[config.mk]
export PLATFORM = sky130hd
export DESIGN_NAME = priv_pipe_redirect
export DESIGN_NICKNAME = d
export VERILOG_FILES = /design/src/rtl/priv_pipe_redirect.sv
export SDC_FILE = /design/constraint.sdc
export NUM_CORES = 1
export LEC_CHECK = 0
export CORE_MARGIN = 5
export CORE_UTILIZATION = 30
export CTS_CLUSTER_SIZE = 10
export DETAILED_ROUTE_END_ITERATION = 10
export GPL_ROUTABILITY_DRIVEN = 1
export HOLD_SLACK_MARGIN = 0.12
export PLACE_DENSITY = 0.71
export SLEW_MARGIN = 20
export SYNTH_ARGS = -nofsm -noshare
export SYNTH_HDL_FRONTEND = slang
export SYNTH_SLANG_ARGS = --single-unit
[constraint.sdc]
create_clock -name CLK -period 2.5 [get_ports CLK]
set_input_delay 0.5 -clock CLK [delete_from_list [all_inputs] [get_ports CLK]]
set_output_delay 0.5 -clock CLK [all_outputs]
set_load 0.01 [all_outputs]
[src/rtl/priv_pipe_redirect.sv]
// Pipeline redirect sequencer for trap entry and xRET.
// Issues a flush, waits for the pipe to drain, then holds a PC insert to fetch.
module priv_pipe_redirect #(
   parameter int MAX_DRAIN   = 16,
   parameter int DRAIN_CNT_W = 5
) (
   input  logic                  CLK,
   input  logic                  nRST,
   input  logic                  intr,
   input  logic                  ret,
   input  logic                  pipe_clear,
   input  logic                  cause_int,
   input  logic [4:0]            cause_code,
   input  logic [1:0]            cur_prv,
   input  logic [3:0][31:0]      xtvec,
   input  logic [3:0][31:0]      xepc_r,
   input  logic                  pipe_empty,
   input  logic                  pc_ack,
   output logic                  flush_req,
   output logic                  insert_pc,
   output logic [31:0]           priv_pc,
   output logic                  busy,
   output logic                  trap_taken,
   output logic                  ret_taken,
   output logic                  drain_timeout
);

   typedef enum logic [1:0] {
      IDLE,
      FLUSH,
      INSERT
   } state_t;

   state_t state, state_n;

   logic [31:0]            tvec;
   logic [31:0]            base;
   logic [31:0]            tgt_d;
   logic [31:0]            tgt_q;
   logic [DRAIN_CNT_W-1:0] cnt_q;
   logic                   accept;
   logic                   cnt_done;
   logic                   trap_q;
   logic                   ret_q;
   logic                   to_q;

   assign accept   = (state == IDLE) && pipe_clear && (intr || ret);
   assign cnt_done = (cnt_q == DRAIN_CNT_W'(MAX_DRAIN - 1));

   // Vectored mode only applies to interrupts; modes 10/11 act as direct.
   always_comb begin
      tvec  = xtvec[cur_prv];
      base  = {tvec[31:2], 2'b00};
      tgt_d = base;
      if (intr) begin
         if (tvec[1:0] == 2'b01 && cause_int)
            tgt_d = base + {25'd0, cause_code, 2'b00};
      end else begin
         tgt_d = {xepc_r[cur_prv][31:2], 2'b00};
      end
   end

   always_ff @(posedge CLK or negedge nRST) begin
      if (!nRST)
         state <= IDLE;
      else
         state <= state_n;
   end

   always_comb begin
      state_n = state;
      unique case (state)
         IDLE:    if (accept) state_n = FLUSH;
         FLUSH:   if (pipe_empty || cnt_done) state_n = INSERT;
         INSERT:  if (pc_ack) state_n = IDLE;
         default: state_n = IDLE;
      endcase
   end

   always_ff @(posedge CLK or negedge nRST) begin
      if (!nRST) begin
         tgt_q  <= '0;
         cnt_q  <= '0;
         trap_q <= 1'b0;
         ret_q  <= 1'b0;
         to_q   <= 1'b0;
      end else begin
         trap_q <= accept && intr;
         ret_q  <= accept && !intr;
         to_q   <= 1'b0;
         unique case (state)
            IDLE: begin
               if (accept) begin
                  tgt_q <= tgt_d;
                  cnt_q <= '0;
               end
            end
            FLUSH: begin
               // pipe_empty wins over the drain limit
               if (!pipe_empty) begin
                  cnt_q <= cnt_q + DRAIN_CNT_W'(1);
                  if (cnt_done) to_q <= 1'b1;
               end
            end
            default: ;
         endcase
      end
   end

   always_comb begin
      flush_req     = 1'b0;
      insert_pc     = 1'b0;
      priv_pc       = '0;
      busy          = 1'b0;
      trap_taken    = trap_q;
      ret_taken     = ret_q;
      drain_timeout = to_q;
      unique case (1'b1)
         (state == FLUSH): begin
            busy      = 1'b1;
            flush_req = 1'b1;
         end
         (state == INSERT): begin
            busy      = 1'b1;
            insert_pc = 1'b1;
            priv_pc   = tgt_q;
         end
         default: ;
      endcase
   end

endmodule

Word level (Yosys, flattened, before mapping) --
Index checks and enable logic that the tools add are counted. Widths: inputs -> output; s select.
Storage, ports and cells: bits in read-only memories 0, memory bits (writable) 0, memories 0, word-level logic and storage cells 51, register bits after elaboration 42, latch bits 0, output and inout port bits 38
Operators by class: magnitude comparators 1, bitwise gates (word level) 0, $add $sub $neg 2, multiplexer cells 20, divide/modulo/power cells 0, equality and inequality tests 8, reduce and logical (&&, ||, !) cells 14, $mul 0, shifts and indexed selects 0
Operators with widths (number):
- $mux 32 | 5
- $bmux 32 s2 | 2
- $add 32x7->32 | 1
- $mux 5 | 2
- $pmux 5 s2 | 1
- $ne 2x2->1 const B | 4
- $mux 1 | 6
- $mux 2 | 3
- $pmux 2 s3 | 1
- $reduce_and 3->1 | 2
- $add 5x1->5 const B | 1
- $eq 5x4->1 const B | 1
- $logic_and 1x1->1 | 5
- $eq 2x1->1 const B | 2
- $lt 2x3->1 const B | 1
- $eq 2x2->1 const B | 1
- $logic_not 2->1 | 1
- $logic_or 1x1->1 | 2
- $reduce_and 2->1 | 1
- $reduce_bool 2->1 | 1
- $reduce_or 2->1 | 1
- $logic_not 1->1 | 1

Logic depth before layout (Yosys ltp) --
Gate-level depths: netlist (run 1).
word-level depth 6, mapped depth 14, mapped depth without buffers 9

Least setup slack after synthesis (run 1) --
No wires, ideal clock.
path kind input-to-reg, from input port cur_prv[1], to register tgt_q[31], data arrival time 3723 ps, slack -1305 ps, data required time 2418 ps, stages 13, buffers on the path 5, cells stage by stage buf_2 -> buf_2 -> buf_2 -> clkbuf_1 -> clkbuf_1 -> mux4_2 -> ha_1 -> nand2_1 -> nor3b_1 -> o211ai_1 -> or4_1 -> or3_1 -> a31oi_1
On the way: word-level cells in the longest chain between the ends 6, elaborated cells between the ends (all ways) 9, classes of those cells add/sub: 1; eq/ne: 1; mux: 6; reduce/logical: 1
RTL lines:
- start: declaration | RTL line 14 | input logic [1:0] cur_prv,
- branches (longest 5 deep; another with $add 32x7->32)
- $mux 32 (*) | RTL line 55 | if (intr) begin
- end signal: assignment | RTL line 94 | tgt_q <= tgt_d;
- end: declaration | RTL line 39 | logic [31:0] tgt_q;
Mark *: on every way between the ends. The select of a mux whose other input is x is not followed. A chain may end at the register's enable or synchronous reset.

Worst setup path after layout (run 1) --
from input port cur_prv[0], to register tgt_q[31]
The elaborated chain is that of the path after synthesis.

==> results of run 1 <==
## per-stage QoR
stage / cell area, sq um / util / power, W
2_1_floorplan: 4500 / - / 0.00223
3_3_place_gp: 8000 / 0.574 / 0.00337
3_5_place_dp: 8000 / 0.574 / 0.00345
4_1_cts: 8350 / 0.600 / 0.00430
5_1_grt: 8430 / 0.605 / 0.00459
6_report: 8430 / 0.605 / 0.00431
## where the power goes
group | switching, W | internal (W) | leakage [nW]
combinational | 0.00103 | 0.00140 | 2.82
clock | 0.000268 | 0.000526 | 0.0901
sequential | 0.000159 | 0.000926 | 0.499
total | 0.00146 | 0.00286 | 3.41
## cells by family (layout without fill, tap and decap cells)
family                     after synthesis  after routing  synth area share
and+or+nand+nor                        118            118             0.155
AOI/OAI and AO/OA                       91             91             0.136
muxes                                   67             67             0.342
buffers and inverters                   44            396            0.0489
DFF                                     40             40             0.234
xor gates and xnor gates                24             24            0.0492
adders and majority gates               11             11            0.0339
other                                    1              3          0.000877
## flip-flops by register name, summed over array words and instances, names as in the netlist
name           count
state              2
trap_taken         1
drain_timeout      1
cnt_q              5
tgt_q             30
ret_taken          1
## metal layers
layer / global-route usage / vias to the layer above
li1: - / 2259
met3: 0.0404 / 32
met1: 0.259 / 2393
met4: 0.0531 / 0
met5: 0 / -
met2: 0.422 / 210
## layout make-up
class / instances / area, sq um / share of cell area
Timing Repair Buffer: 372 / 3550 / 0.421
Sequential cell: 40 / 1000 / 0.119
Multi-Input combinational cell: 313 / 3410 / 0.404
Inverter: 16 / 60.1 / 0.00712
Clock buffer: 7 / 153 / 0.0181
Antenna cell: 1 / 2.50 / 0.000297
Tap cell: 180 / 225 / 0.0267
Clock inverter: 1 / 30.0 / 0.00356
## worst max path at each step
| stage | start | endpoint | slack (ns) | depth (start not counted) |
|---|---|---|---|---|
| after floorplan | cur_prv[0] | tgt_q[31] | -0.77 | 13 |
| after global placement | xtvec[67] | tgt_q[31] | -0.67 | 9 |
| after detailed placement | xtvec[99] | tgt_q[31] | -0.71 | 9 |
| after CTS | cur_prv[0] | tgt_q[31] | -0.21 | 9 |
| after global routing | cur_prv[0] | tgt_q[6] | -0.16 | 12 |
| final | cur_prv[0] | tgt_q[31] | -0.04 | 9 |
## cell usage in the layout, fill, tap and decap left out, types with 9 or more instances in the layout
| cell | instances |
|---|---|
| a21oi_1 | 12 |
| a22oi_1 | 21 |
| and2_1 | 32 |
| buf_2 | 10 |
| buf_4 | 63 |
| clkdlybuf4s50_1 | 272 |
| dfrtp_1 | 40 |
| inv_1 | 16 |
| mux4_2 | 53 |
| nand2_1 | 18 |
| nor2_1 | 11 |
| o21ai_0 | 9 |
| o21ai_1 | 17 |
| xnor2_1 | 21 |
## critical path, cell delays in order
cell	delay, ns
buf_12	0.10
mux4_2	0.55
ha_4	0.31
a21oi_4	0.05
nor3b_2	0.16
o211ai_1	0.14
or4_4	0.45
or3_1	0.31
a31oi_1	0.16
## repair_timing
action	CTS	global route
setup buffers	12	3
pin swaps	31	34
gates resized for setup	77	40
endpoints found under the setup margin	26	33
==> results.cfg, run 1 <==
[synth]
synth_top_area_frac = 0.279
synth_area_per_cell_sq_um = 10.8
yosys.area.top_type = mux4_2
yosys-top-cells-count = mux4_2 (53), dfrtp_1 (40), and2_1 (32)
yosys_warnings = 0
synth_cell_type_count = 48
ys_seq_elements = 40
ys_seq_area_frac = 0.234
ys_top_cells_by_area = mux4_2 (28%), dfrtp_1 (23%), xnor2_1 (4.9%)
synth_edf_count = 0
synth_area_sq_um = 4280
synthMostInstantiatedCell = mux4_2
synth_cells = 396
synth-async-reset-ratio = 1.00
synthFlopType = dfrtp_1

[routing]
wl_per_cell_um = 21.0
ant_nets = 0
drt-pass1-iter-count = 4
dr.first_iter.drc_count = 263
drc = 0
wl_met2_mm = 10.7
met3_length_mm = 1.26
top_layer = met4
via_per_inst = 5.26
vias = 4894
wl_mm = 19.5
met1_length_mm = 7.17

[timing]
fin_hold_ws_ns = 0.372
slew_headroom = 0.358
worst_slack_ns = -0.0411
finalCriticalPeriod_ns = 2.54
fin_crit_sh = 1.02
rsz0062_at_grt = yes
timing.fmax_mhz = 394
finalClockSkew_ns = 0.00288
slew_viol_final = 0
setup-violations-final = 8
timing_hold_violations_final = 0
setup-tns-final_ns = -0.150
worst_pin_slew_ns = 0.963

[power_and_ir_drop]
p_leak_nw = 3.41
ir_worst_vdd_v = 0.000282
p_per_area_nw_per_um2 = 511

[clock_tree]
cts.sinks = 40
cts_root_buffer = clkbuf_16
cts_hold_buf = 0
cts_tree = done
cts_buffer_depth = 2
htree_num_levels = 2
numCtsBuffers = 5
path_clk_slew_ns = 0.06
clk_latency_ns = 0.28

[floorplanning]
design.core.area_sq_um = 13900
fp.dieW_um = 129
die_area_sq_um = 16700
die_y_um = 129
num_rows = 43
ioPinCount = 309
initial_core_util = 0.307

[cells_and_area]
drive_gt1_frac = 0.266
layout-area-overhead-vs-synth_pct = 97.2
nFillCells = 1118
final_nets = 1030
instances_no_fill = 930

[global_routing]
grt_util_all_layers = 0.223
grt_pass1_wl_mm = 28.8
grt_max_degree = 41
overflow = 0
antenna_found_initial = 1
grt_pass1_vias = 5481

[place]
dpl_worst_slack_ns = -0.708
place_congestion = 0.853
io_buffers = 298
place_hpwl_mm = 16.4
placedCellCount = 911

[critical_path]
worstPathMaxFanout = 7
r2r_start = state[0]
rrSetupSlack_ns = 0.52
r2r_cells = 8
critical_path_class = input pin to flip-flop
cp-end-kind = flip-flop
cp.arrival_ns = 2.75
r2r-end = tgt_q[29]
required_ns = 2.70
start_kind = input pin

[status]
violations = setup timing
status = complete, but fails checks

[job]
maxCapViolations = 0

[worst_hold_path]
min_path_type = input pin to async pin
(Power assumes the default switching activity.)
==> run 2: changes to the inputs <==
--- a/config.mk
+++ b/config.mk
@@ -11,7 +11,7 @@
 export DETAILED_ROUTE_END_ITERATION = 10
 export GPL_ROUTABILITY_DRIVEN = 1
 export HOLD_SLACK_MARGIN = 0.12
-export PLACE_DENSITY = 0.71
+export PLACE_DENSITY_LB_ADDON = 0.12
 export SLEW_MARGIN = 20
 export SYNTH_ARGS = -nofsm -noshare
 export SYNTH_HDL_FRONTEND = slang
==> results.cfg, run 2 (synthesis gave the netlist of run 1 again) <==
[floorplanning]
ioPinCount = 309
initial_core_util = 0.307
num_rows = 43
design.core.area_sq_um = 13900
fp.dieW_um = 129
die_y_um = 129
die_area_sq_um = 16700

[power_and_ir_drop]
power_switching_w = 0.00144
switching_share = 0.341
finalPower_w = 0.00423
ir_worst_vdd_v = 0.000307
comb_power_share = 0.567
p_seq_frac = 0.257
internal_power_w = 0.00279
clkPwrFrac = 0.176
p_per_area_nw_per_um2 = 505
p_leak_nw = 3.26

[place]
dpl_worst_slack_ns = -0.773
place_hpwl_mm = 16.1
io_buffers = 298
placedCellCount = 902
place_congestion = 0.841

[clock_tree]
cts_hold_buf = 0
cts_buffer_depth = 2
path_clk_slew_ns = 0.06
htree_num_levels = 2
cts_root_buffer = clkbuf_16
clk_latency_ns = 0.28
cts.sinks = 40
cts_tree = done
numCtsBuffers = 5

[global_routing]
grt_util_all_layers = 0.217
grt_pass1_wl_mm = 28.4
overflow = 0
antenna_found_initial = 0
grt_max_degree = 41
grt_pass1_vias = 5336

[cells_and_area]
antenna_cells = 0
top_register = tgt_q
nFillCells = 1194
drive_gt1_frac = 0.244
top_regs = tgt_q x30, cnt_q x5, state x2
final_nets = 1027
layout-area-overhead-vs-synth_pct = 95.7
largest_reg_flops = 30
instances_no_fill = 926
mostFrequentLayoutCells = clkdlybuf4s50_1 (275), buf_4 (62), mux4_2 (53)
final_common_cell = clkdlybuf4s50_1
post-route-util = 0.601

[timing]
fin_crit_sh = 1.05
worst_pin_slew_ns = 0.960
slew_headroom = 0.360
setup-tns-final_ns = -0.536
worst_slack_ns = -0.127
rsz0062_at_grt = yes
timing_hold_violations_final = 0
finalCriticalPeriod_ns = 2.63
slew_viol_final = 0
timing.fmax_mhz = 381
setup-violations-final = 13
finalClockSkew_ns = 0.00326

[critical_path]
cp.arrival_ns = 2.79
required_ns = 2.66
critical_path_class = input pin to flip-flop
r2r_cells = 8
cp-end-kind = flip-flop
path_cells = buf_12, mux4_2, ha_4, nand2_4, nor3b_2, o211ai_1, buf_4, buf_6, nor4_4, mux2i_1, a221o_1
slowest_delay_ns = 0.56
start_kind = input pin
worstPathMaxFanout = 6
cp_slowest_cell = mux4_2

[routing]
wl_per_cell_um = 20.5
drc = 0
dr.first_iter.drc_count = 277
wl_mm = 19.0
via_per_inst = 5.22
drt-pass1-iter-count = 5
ant_nets = 0
vias = 4832

[worst_hold_path]
min_path_type = input pin to async pin

[status]
violations = setup timing
status = complete, but fails checks

[job]
maxCapViolations = 0
-- run 2: cell types whose count changed in the layout (fill, tap and decap cells not counted), sizes merged --
cell | before | now
clkdlybuf4s50 | 272 | 275
dlygate4sd2 | 4 | 8
clkdlybuf4s15 | 0 | 7
clkinv | 0 | 1
dlymetal6s2s | 3 | 0
buf | 86 | 78
clkbuf | 14 | 6
diode | 1 | 0
clkinvlp | 0 | 1
-- run 2: per-stage QoR --
| stage | hold WS (ns) | cell area (sq um) |
|---|---|---|
| after detailed placement | 0.495 | 7910 |
| final | 0.368 | 8370 |
| after global placement | 0.496 | 7910 |
| after CTS | 0.402 | 8280 |
| after global routing | 0.453 | 8370 |
| after floorplan | 0.204 | 4500 |
-- run 2: critical path: cells and delay by family --
family	cells	cell delay, ns
AO/OA/AOI/OAI	2	0.41
buffers and inverters	3	0.42
multiplexers	2	0.68
AND/OR/NAND/NOR	3	0.44
adder cells (fa/ha/maj)	1	0.33
-- run 2: layout make-up --
cell class / count / area (sq um) / area share
Timing Repair Buffer: 369 / 3550 / 0.424
Sequential cell: 40 / 1000 / 0.120
Clock inverter: 3 / 42.5 / 0.00508
Multi-Input combinational cell: 313 / 3370 / 0.403
Clock buffer: 5 / 125 / 0.0150
Tap cell: 180 / 225 / 0.0269
Inverter: 16 / 60.1 / 0.00718
-- run 2: timing repair --
action                                  CTS  global route
setup buffers                            14             8
endpoints found under the setup margin   26            26
hold endpoints to repair                  0             0
gates resized for setup                  68            16
pin swaps                                29            31
-- run 2: layer usage --
layer	vias to the layer above	part of all wire	global-route usage
met4	0	0.0082	0.0296
met5	-	0	0
li1	2252	-	-
met2	215	0.53	0.405
met1	2354	0.37	0.257
met3	11	0.087	0.0540
-- run 2: worst paths after layout --
path | slack [ns] | to | startpoint
hold / removal | 0.37 | drain_timeout | nRST
max in group asynchronous | 1.53 | tgt_q[3] | nRST
hold reg to reg | 0.51 | tgt_q[27] | tgt_q[27]
setup / recovery | -0.13 | tgt_q[27] | cur_prv[0]
min in group CLK | 0.51 | tgt_q[27] | tgt_q[27]
setup reg to reg | 0.49 | tgt_q[27] | state[0]
-- run 2: power groups by stage --
stage	Sequential (W)	Clock, W	Combinational [W]
after global placement	0.00108	0	0.00229
final	0.00109	0.000745	0.00240
after CTS	0.00108	0.000752	0.00241
after floorplan	0.00104	0	0.00119
after detailed placement	0.00110	0	0.00233
after global routing	0.00112	0.000787	0.00261
==> run 3: changes to the inputs <==
--- a/config.mk
+++ b/config.mk
@@ -5,6 +5,7 @@
 export SDC_FILE = /design/constraint.sdc
 export NUM_CORES = 1
 export LEC_CHECK = 0
+export CAP_MARGIN = 20
 export CORE_MARGIN = 5
 export CORE_UTILIZATION = 30
 export CTS_CLUSTER_SIZE = 10
==> results of run 3 <==
The final DEF is identical to that of run 2; final timing and power are the same.
